### src/rtl/neuron_mac_accumulator.sv
// Serial multiply-accumulate for one MLP neuron.
// Operand pairs arrive over a valid/ready stream and their full-precision
// signed products are summed into a wide accumulator. After the last term,
// the bias is added, the sum is rescaled back to the operand Q format and
// then saturated. The single result is held on an output handshake.
module neuron_mac_accumulator #(
    parameter int bits       = 16,
    parameter int FRAC       = 8,
    parameter int NUM_INPUTS = 784
) (
    input  logic                   clk,
    input  logic                   rst_n,
    input  logic                   start,
    input  logic signed [bits-1:0] bias,
    input  logic                   in_valid,
    output logic                   in_ready,
    input  logic signed [bits-1:0] x_in,
    input  logic signed [bits-1:0] w_in,
    output logic                   out_valid,
    input  logic                   out_ready,
    output logic signed [bits-1:0] result,
    output logic                   overflow,
    output logic                   busy
);

    // Wide enough for NUM_INPUTS worst-case products plus the shifted bias.
    localparam int ACC_W = 2*bits + $clog2(NUM_INPUTS) + 1;
    localparam int CNT_W = $clog2(NUM_INPUTS + 1);
    localparam logic [CNT_W-1:0] LAST = CNT_W'(NUM_INPUTS - 1);

    // Representable range of the result, expressed at accumulator width.
    localparam logic signed [ACC_W-1:0] RMAX =
        $signed({{(ACC_W-bits+1){1'b0}}, {(bits-1){1'b1}}});
    localparam logic signed [ACC_W-1:0] RMIN = -RMAX - 1;

    typedef enum logic [1:0] {IDLE, ACCUM, BIAS, DONE} state_t;

    state_t                   state_q, state_d;
    logic signed [ACC_W-1:0]  acc;
    logic        [CNT_W-1:0]  count;
    logic signed [bits-1:0]   bias_q;

    logic signed [2*bits-1:0] prod;
    logic signed [ACC_W-1:0]  prod_ext;
    logic signed [ACC_W-1:0]  bias_ext;
    logic signed [ACC_W-1:0]  sum_s;
    logic signed [ACC_W-1:0]  scaled;

    // Clamp a rescaled sum into the result width; MSB of the return is the clamp flag.
    function automatic logic [bits:0] saturate(input logic signed [ACC_W-1:0] r);
        logic [bits:0] o;
        if (r > RMAX)
            o = {1'b1, 1'b0, {(bits-1){1'b1}}};
        else if (r < RMIN)
            o = {1'b1, 1'b1, {(bits-1){1'b0}}};
        else
            o = {1'b0, r[bits-1:0]};
        return o;
    endfunction

    // Full-precision product, sign-extended bias and the floor-rescaled sum.
    always_comb begin
        prod     = x_in * w_in;
        prod_ext = {{(ACC_W-2*bits){prod[2*bits-1]}}, prod};
        bias_ext = {{(ACC_W-bits){bias_q[bits-1]}}, bias_q};
        sum_s    = acc + (bias_ext <<< FRAC);
        scaled   = sum_s >>> FRAC;
    end

    // State register.
    always_ff @(posedge clk or negedge rst_n) begin
        if (!rst_n)
            state_q <= IDLE;
        else
            state_q <= state_d;
    end

    // Next-state decode; handshake and status outputs depend on state alone.
    always_comb begin
        state_d   = state_q;
        in_ready  = 1'b0;
        out_valid = 1'b0;
        busy      = (state_q != IDLE);
        case (state_q)
            IDLE:  if (start) state_d = ACCUM;
            ACCUM: begin
                in_ready = 1'b1;
                if (in_valid && count == LAST) state_d = BIAS;
            end
            BIAS:  state_d = DONE;
            DONE: begin
                out_valid = 1'b1;
                if (out_ready) state_d = IDLE;
            end
            default: state_d = IDLE;
        endcase
    end

    // Accumulator, term counter, latched bias and the registered result.
    always_ff @(posedge clk or negedge rst_n) begin
        if (!rst_n) begin
            acc      <= '0;
            count    <= '0;
            bias_q   <= '0;
            result   <= '0;
            overflow <= 1'b0;
        end else begin
            case (state_q)
                IDLE: if (start) begin
                    acc    <= '0;
                    count  <= '0;
                    bias_q <= bias;
                end
                ACCUM: if (in_valid) begin
                    acc   <= acc + prod_ext;
                    count <= count + CNT_W'(1);
                end
                BIAS: {overflow, result} <= saturate(scaled);
                default: ;
            endcase
        end
    end

endmodule
### config.mk
export PLATFORM = sky130hd
export DESIGN_NAME = neuron_mac_accumulator
export DESIGN_NICKNAME = d
export VERILOG_FILES = /design/src/rtl/neuron_mac_accumulator.sv
export SDC_FILE = /design/constraint.sdc
export NUM_CORES = 1
export LEC_CHECK = 0
export ABC_AREA = 1
export CAP_MARGIN = 20
export CORE_MARGIN = 2
export CORE_UTILIZATION = 60
export DETAILED_ROUTE_END_ITERATION = 10
export GPL_TIMING_DRIVEN = 0
export PLACE_DENSITY = 0.82
export SLEW_MARGIN = 10
export SYNTH_ARGS = -nofsm -noshare
export SYNTH_HDL_FRONTEND = slang
export SYNTH_SLANG_ARGS = --single-unit
### constraint.sdc
create_clock -name clk -period 6.7 [get_ports clk]
set_input_delay 1.34 -clock clk [delete_from_list [all_inputs] [get_ports clk]]
set_output_delay 1.34 -clock clk [all_outputs]
set_load 0.02 [all_outputs]
-- Yosys cells after proc, flatten, opt, wreduce, memory -nomap -nowiden
Cells that the tools add are included.
- register bits after elaboration: 88
- latch bits: 0
- memory bits (writable): 0
- ROM bits: 0
- bits of input ports: 53
- word-level logic and storage cells: 41
- memories: 0
- add/sub/neg operators: 3
- multiply operators: 1
- divide/modulo/power cells: 0
- order comparisons: 2
- equality and inequality tests: 8
- shifts and indexed selects: 0
- multiplexer cells: 14
- bitwise logic cells: 0
- reductions and logical operators: 7
- operator list (operator ; number):
    $mux 43 ; 2
    $pmux 43 s2 ; 1
    $add 43x24->43 ; 1
    $add 43x32->43 ; 1
    $gt 35x16->1 const B ; 1
    $lt 35x16->1 const B ; 1
    $mux 17 ; 2
    $mul 16x16->32 ; 1
    $mux 10 ; 2
    $pmux 10 s2 ; 1
    $add 10x1->10 const B ; 1
    $eq 10x10->1 const B ; 1
    $ne 2x2->1 const B ; 4
    $pmux 2 s4 ; 1
    $mux 2 ; 3
    $reduce_and 3->1 ; 2
    $eq 2x2->1 const B ; 2
    $reduce_bool 2->1 ; 2
    $eq 2x1->1 const B ; 1
    $logic_not 2->1 ; 1
    $mux 1 ; 2
    $reduce_and 2->1 ; 1
    $logic_and 1x1->1 ; 1

-- Depth between registers and ports, before layout
Gate-level depths: netlist of the first run.
- depth after elaboration: 4
- depth in mapped cells: 30
- depth with buffers taken out: 28

-- Worst setup path after synthesis of the first run
Ideal clock, no wire load.
- kind: input -> register
- from: in x_in[15]
- to: reg acc[37]
- library setup time: 0.123 ns
- arrival time: 7.104 ns
- slack: -0.527 ns
- cell stages on the path: 23
- path buffers: 1
- path through: clkbuf_1 nand2_1 inv_1 fa_1 inv_1 fa_1 fa_1 fa_1 inv_1 fa_1 inv_1 fa_1 inv_1 ha_1 nand2_1 nor2_1 inv_1 nor4_1 o21ai_0 nand3_1 a21oi_1 o21ai_0 nand2_1
- longest elaborated chain between the ends: 4
- RTL lines (element ; RTL line ; source):
    start: declaration ; 17 ; input logic signed [bits-1:0] x_in,
    $mul 16x16->32 ; 63 ; prod = x_in * w_in;
    $add 43x32->43 ; 115 ; acc <= acc + prod_ext;
    $mux 43 ; 114 ; ACCUM: if (in_valid) begin
    $pmux 43 s2 ; 108 ; case (state_q)
    end signal: assignment ; 115 ;
    end: declaration ; 39 ; logic signed [ACC_W-1:0] acc;
Every way passes these cells. The select of a mux whose other input is x is not followed.
A chain may end at the register's enable or synchronous reset.

-- Final worst setup path of the first run
- from: in x_in[15]
- to: reg acc[42]
The elaborated chain is that of the path after synthesis.

==> results of run 1 <==
## cell families (layout without fill, tap and decap cells)
logic type | Yosys count | after routing | share of synthesized area (%)
adder cells (fa/ha/maj) | 504 | 504 | 43.93
XOR/XNOR | 32 | 32 | 1.423
multiplexers | 16 | 16 | 0.8912
AO/OA/AOI/OAI | 230 | 230 | 6.919
flip-flops | 88 | 88 | 10.89
AND/OR/NAND/NOR | 1009 | 1009 | 20.48
buffers and inverters | 822 | 963 | 15.47
## critical path: cells and delay by family
kind | cells | cell delay (ns)
adder cells (fa/ha/maj) | 7 | 3.77
AND/OR/NAND/NOR | 9 | 1.18
buffers and inverters | 8 | 0.70
AO/OA/AOI/OAI | 1 | 0.06
## flip-flops by register name, indices dropped and copies added, names as in the netlist
register  flops
acc          43
bias_q       16
result       16
count        10
state_q       2
overflow      1
## synthesized netlist by cell type, types with 3 or more instances
library cell and instances:
inv_1 735, nand2_1 694, fa_1 343, ha_1 161, nor2_1 151, a21oi_1 92, dfrtp_1 88, nand3_1 75
clkbuf_1 71, o21ai_0 67, xor2_1 24, nand2_2 18, mux2_2 16, nand4_1 15, a21oi_2 14, nor2_2 14
o21bai_1 11, nor3_1 10, inv_2 9, o31ai_1 9, or2_2 9, a32o_1 8, xnor2_1 7, a22o_1 6
a31oi_1 6, nor4_1 6, nand3_2 4, nor3b_1 4, a21o_1 3, clkinv_1 3, o21a_1 3
## stage by stage
step                std cells  setup TNS, ns
finish                   3290        -0.2723
global route             3290         -1.800
CTS                      3234      -0.004241
detailed placement       3193         -36.51
global placement         3192         -33.47
floorplan                2701       -0.02607
## cell type report
class | count | area share [%]
Timing Repair inverter | 1 | 0.03160
Timing Repair Buffer | 124 | 4.525
Multi-Input combinational cell | 1791 | 67.63
Clock buffer | 9 | 0.9481
Tap cell | 448 | 2.360
Buffer | 75 | 3.045
Sequential cell | 88 | 9.270
Inverter | 747 | 11.88
Clock inverter | 7 | 0.3055
## per-layer routing
layer,vias to the layer above,routed length (µm)
met1,8835,23650
met4,0,2202
met2,762,28570
met3,161,4200
met5,-,0
li1,8220,-
## path summary, 6_finish.rpt
path | depth (start not counted) | startpoint | to | slack [ns]
setup / recovery | 25 | x_in[15] | acc[42] | -0.12
min in group asynchronous | 1 | rst_n | result[0] | 1.01
setup reg to reg | 22 | acc[15] | acc[34] | 1.70
hold reg to reg | 2 | result[15] | result[15] | 0.49
hold / removal | 2 | result[15] | result[15] | 0.49
max in group asynchronous | 2 | rst_n | acc[22] | 5.00
## timing repair
action / 4_1_cts / 5_1_grt
endpoints found under the setup margin: 32 / 25
pin swaps: 40 / 86
gates resized for setup: 255 / 208
setup buffers: 24 / 56
cloned: 1 / 0
hold buffers: 0 / 0
==> reports/metrics.cfg, run 1 <==
[routing]
via_per_inst = 5.464
wl_per_cell_um = 17.82
vias = 17978
first_pass_iters = 5
remaining_drc_errors = 0
dr.first_iter.drc_count = 1678
antenna_left = 0
wl_mm = 58.62

[clock_network]
numCtsBuffers = 9
insertion_delay_ns = 0.37
cts_tree = yes
cts_root_buffer = clkbuf_16
clkTransAtPathRegs_ns = 0.08
cts_max_path_buffers = 2
clock-sinks = 88
h-tree-depth = 3

[worst_setup_path]
path_class = in2reg
cp_max_fo = 7
path_common_cell = fa_2
cpPeakStageDelay_ns = 0.66
cp_slowest_cell = fa_2
cp-start-kind = input port
endpoint_kind = register
required_ns = 6.96
arrival_ns = 7.08

[floorplanning]
core_area_um2 = 33360
fp.dieW_um = 187.6
rows = 67
die_y_um = 187.6
start_util_pct = 60.59
die_area_um2 = 35180
io_pins = 73

[global_routing]
grt_start_max_net_pins = 48
grtUsageMet1_pct = 44.97
use_met3_pct = 4.997
grt_overflow = 0
busiest_layer = met2
gr-usage-met2_pct = 57.78
grt_pass1_wl_mm = 93.84
grt_pass1_vias = 18689
grt_use_total_pct = 33.96
antenna_found_initial = 1

[yosys]
synth.area.top_cells = fa_1 34%, inv_1 14%, nand2_1 13%
synth_cells = 2701
synth_warnings = 0
syn_nets = 3258
yosysTopAreaCellShare_pct = 33.96
synth-edff-count = 0
synth_cell_types = 49
async_flop_share_pct = 100.0
dominantRegCellSynth = dfrtp_1
synth_top_area_cell = fa_1
synthesis.area_um2 = 20220
synth.avg_cell_area_um2 = 7.485
ys_seq_area_share_pct = 10.89
ys_seq_elements = 88

[timing]
skew_ns = 0.01907
fmaxAchievable_mhz = 146.6
rsz0062_at_grt = true
timing.max_slew.rel_slack_pct = 45.23
hold_viol_final = 0
setup_ws_ns = -0.1202
worstMarginPinSlew_ns = 0.8216
slew_viol_final = 0
hold_ws_ns = 0.4946
period_share_pct = 101.8
setup_viol = 4
min_period_ns = 6.820

[worst_hold_path]
hold_path_class = reg2reg

[flow_run]
cap_viol_max_count = 0

[layout]
regArea_um2 = 2202
final_cell_mix = 704 x inv_1, 660 x nand2_1, 332 x fa_1
layout_commonest_cell = inv_1
fillers = 2543
synthToLayoutAreaGrowth_pct = 17.50
drive_above_1_share_pct = 16.05
design_area_um2 = 23750
fin_util_pct = 71.20
num_antenna_cells = 0
nets = 3394
multi_input_area_um2 = 16070

[status]
outcome = complete, but fails checks
violations = negative setup slack

[place]
io_buffers = 43
placed_cell_area_um2 = 21290
post-dp-hpwl_mm = 47.58
routabilityCongestion = 0.9647
dp_worst_setup_slack_ns = -1.783

Power of run 1 is not shown: default switching activity piles up to over one toggle a cycle in this logic, so the estimate is an artifact.
==> inputs of run 2 (changes only) <==
--- a/config.mk
+++ b/config.mk
@@ -9,6 +9,7 @@
 export CAP_MARGIN = 20
 export CORE_MARGIN = 2
 export CORE_UTILIZATION = 60
+export CTS_CLUSTER_DIAMETER = 80
 export DETAILED_ROUTE_END_ITERATION = 10
 export GPL_TIMING_DRIVEN = 0
 export PLACE_DENSITY = 0.82
==> results of run 2 <==
Final layout, timing and power as in run 1 (identical DEF).
Power of run 2 is left out for the same reason.
==> inputs of run 3 (changes only) <==
--- a/config.mk
+++ b/config.mk
@@ -12,7 +12,7 @@
 export CTS_CLUSTER_DIAMETER = 80
 export DETAILED_ROUTE_END_ITERATION = 10
 export GPL_TIMING_DRIVEN = 0
-export PLACE_DENSITY = 0.82
+export PLACE_DENSITY = 0.78
 export SLEW_MARGIN = 10
 export SYNTH_ARGS = -nofsm -noshare
 export SYNTH_HDL_FRONTEND = slang
==> run 3 against run 2 <==
  * The flow still finishes with violations (negative setup slack)
  * First-iteration DRC count is 18% lower
  * Sequential share of layout area up 0.074 points
  * Clock skew shrank 0.0092 ns
  * Via count shrank 2.4%
  * Setup slack got worse by 0.040 ns
  * Core utilization decreased by 0.56 points
  * Cell count shrank 0.52%
  * Register-to-register slack about the same
  * Critical endpoint is now acc[36]
==> reports/metrics.cfg, run 3 (same netlist as run 1, synthesis figures left out) <==
[status]
outcome = complete, but fails checks
violations = negative setup slack

[clock_network]
postCtsHoldBufs = 0
insertion_delay_ns = 0.35
clkTransAtPathRegs_ns = 0.08
cts_tree = yes
cts_root_buffer = clkbuf_16
h-tree-depth = 3
numCtsBuffers = 9
cts_max_path_buffers = 2
clock-sinks = 88

[timing]
hold_viol_final = 0
setup_ws_ns = -0.1597
setup_viol = 7
worstMarginPinSlew_ns = 0.9184
min_period_ns = 6.860
period_share_pct = 102.4
fmaxAchievable_mhz = 145.8
hold_ws_ns = 0.5065
skew_ns = 0.009825
slew_viol_final = 0
timing.max_slew.rel_slack_pct = 38.77
rsz0062_at_grt = true

[global_routing]
grt_overflow = 0
busiest_layer = met2
use_met3_pct = 5.091
antenna_found_initial = 0
grt_use_total_pct = 33.39
grt_start_max_net_pins = 63
grt_pass1_vias = 18367
grtUsageMet1_pct = 44.63
grt_pass1_wl_mm = 92.84
gr-usage-met2_pct = 56.94

[floorplanning]
fp.dieW_um = 187.6
die_area_um2 = 35180
start_util_pct = 60.59
core_area_um2 = 33360
die_y_um = 187.6
rows = 67
io_pins = 73

[routing]
dr.first_iter.drc_count = 1383
remaining_drc_errors = 0
first_pass_iters = 5
antenna_left = 0
wl_mm = 57.08
vias = 17542
via_per_inst = 5.360
wl_per_cell_um = 17.44

[worst_setup_path]
cp_max_fo = 8
path_common_cell = inv_2
required_ns = 6.95
cp_slowest_cell = fa_2
worst-path-buf-inv = 10
path_class = in2reg
crit_family = adder cells
endpoint_kind = register
cpPeakStageDelay_ns = 0.60
cp-start-kind = input port
arrival_ns = 7.11

[layout]
num_antenna_cells = 0
largest_reg_flops = 43
regArea_um2 = 2202
final_cells = 3273
layout_commonest_cell = inv_1
fin_util_pct = 70.63
top_register = acc
nets = 3377
final_cell_mix = 710 x inv_1, 662 x nand2_1, 337 x fa_1
drive_above_1_share_pct = 15.36
synthToLayoutAreaGrowth_pct = 16.57
top_regs = acc (43), bias_q (16), result (16)
fillers = 2671
multi_input_area_um2 = 15990

[place]
io_buffers = 43
post-dp-hpwl_mm = 46.77
dp_worst_setup_slack_ns = -1.849
dp_cells = 3193
routabilityCongestion = 0.9415

[worst_hold_path]
hold_path_class = reg2reg

[flow_run]
cap_viol_max_count = 0

-- run 3: metrics by stage --
stage / setup TNS, ns / instance area, µm²
final: -0.6181 / 23570
after global routing: -1.964 / 23570
after CTS: -0.1665 / 22850
after detailed placement: -36.09 / 21290
after global placement: -33.87 / 21270
after floorplan: -0.02607 / 20280
-- run 3: repair_timing --
action | in CTS | in global routing
setup buffers | 39 | 25
gates resized for setup | 250 | 182
pin swaps | 44 | 68
cloned | 1 | 0
setup endpoints to repair | 29 | 23
-- run 3: final timing paths --
path | from | end | cells after the start | slack, ns
worst max-delay path | x_in[15] | acc[36] | 28 | -0.16
worst min-delay path | count[9] | count[9] | 1 | 0.51
worst max register to register | acc[15] | acc[36] | 21 | 1.70
worst min register to register | count[9] | count[9] | 1 | 0.51
max in group asynchronous | rst_n | acc[26] | 2 | 5.13
min in group asynchronous | rst_n | result[0] | 1 | 0.91
-- run 3: worst register-to-register path: cells and delay by family, from the launching register on --
kind / cells / cell delay [ns]
adders and majority gates: 6 / 2.80
and+or+nand+nor: 6 / 0.85
AOI/OAI and AO/OA: 4 / 0.53
DFF: 1 / 0.37
buffers and inverters: 5 / 0.35
-- run 3: metal layers --
metal | share of wire, % | up-vias | routed length (µm)
li1 | - | 8183 | -
met1 | 41 | 8589 | 23190
met2 | 49 | 656 | 27860
met3 | 7.7 | 114 | 4401
met4 | 2.8 | 0 | 1623
met5 | 0 | - | 0
-- run 3: layout make-up --
cell class,instances,area share [%]
multi-input cells,1791,67.85
inverters,747,11.98
flip-flops and latches,88,9.344
repair buffers,107,4.125
plain buffers,75,3.032
well taps,448,2.379
clock buffers,9,0.9557
clock inverters,7,0.3079
repair inverters,1,0.03186
Power of run 3 is left out for the same reason.
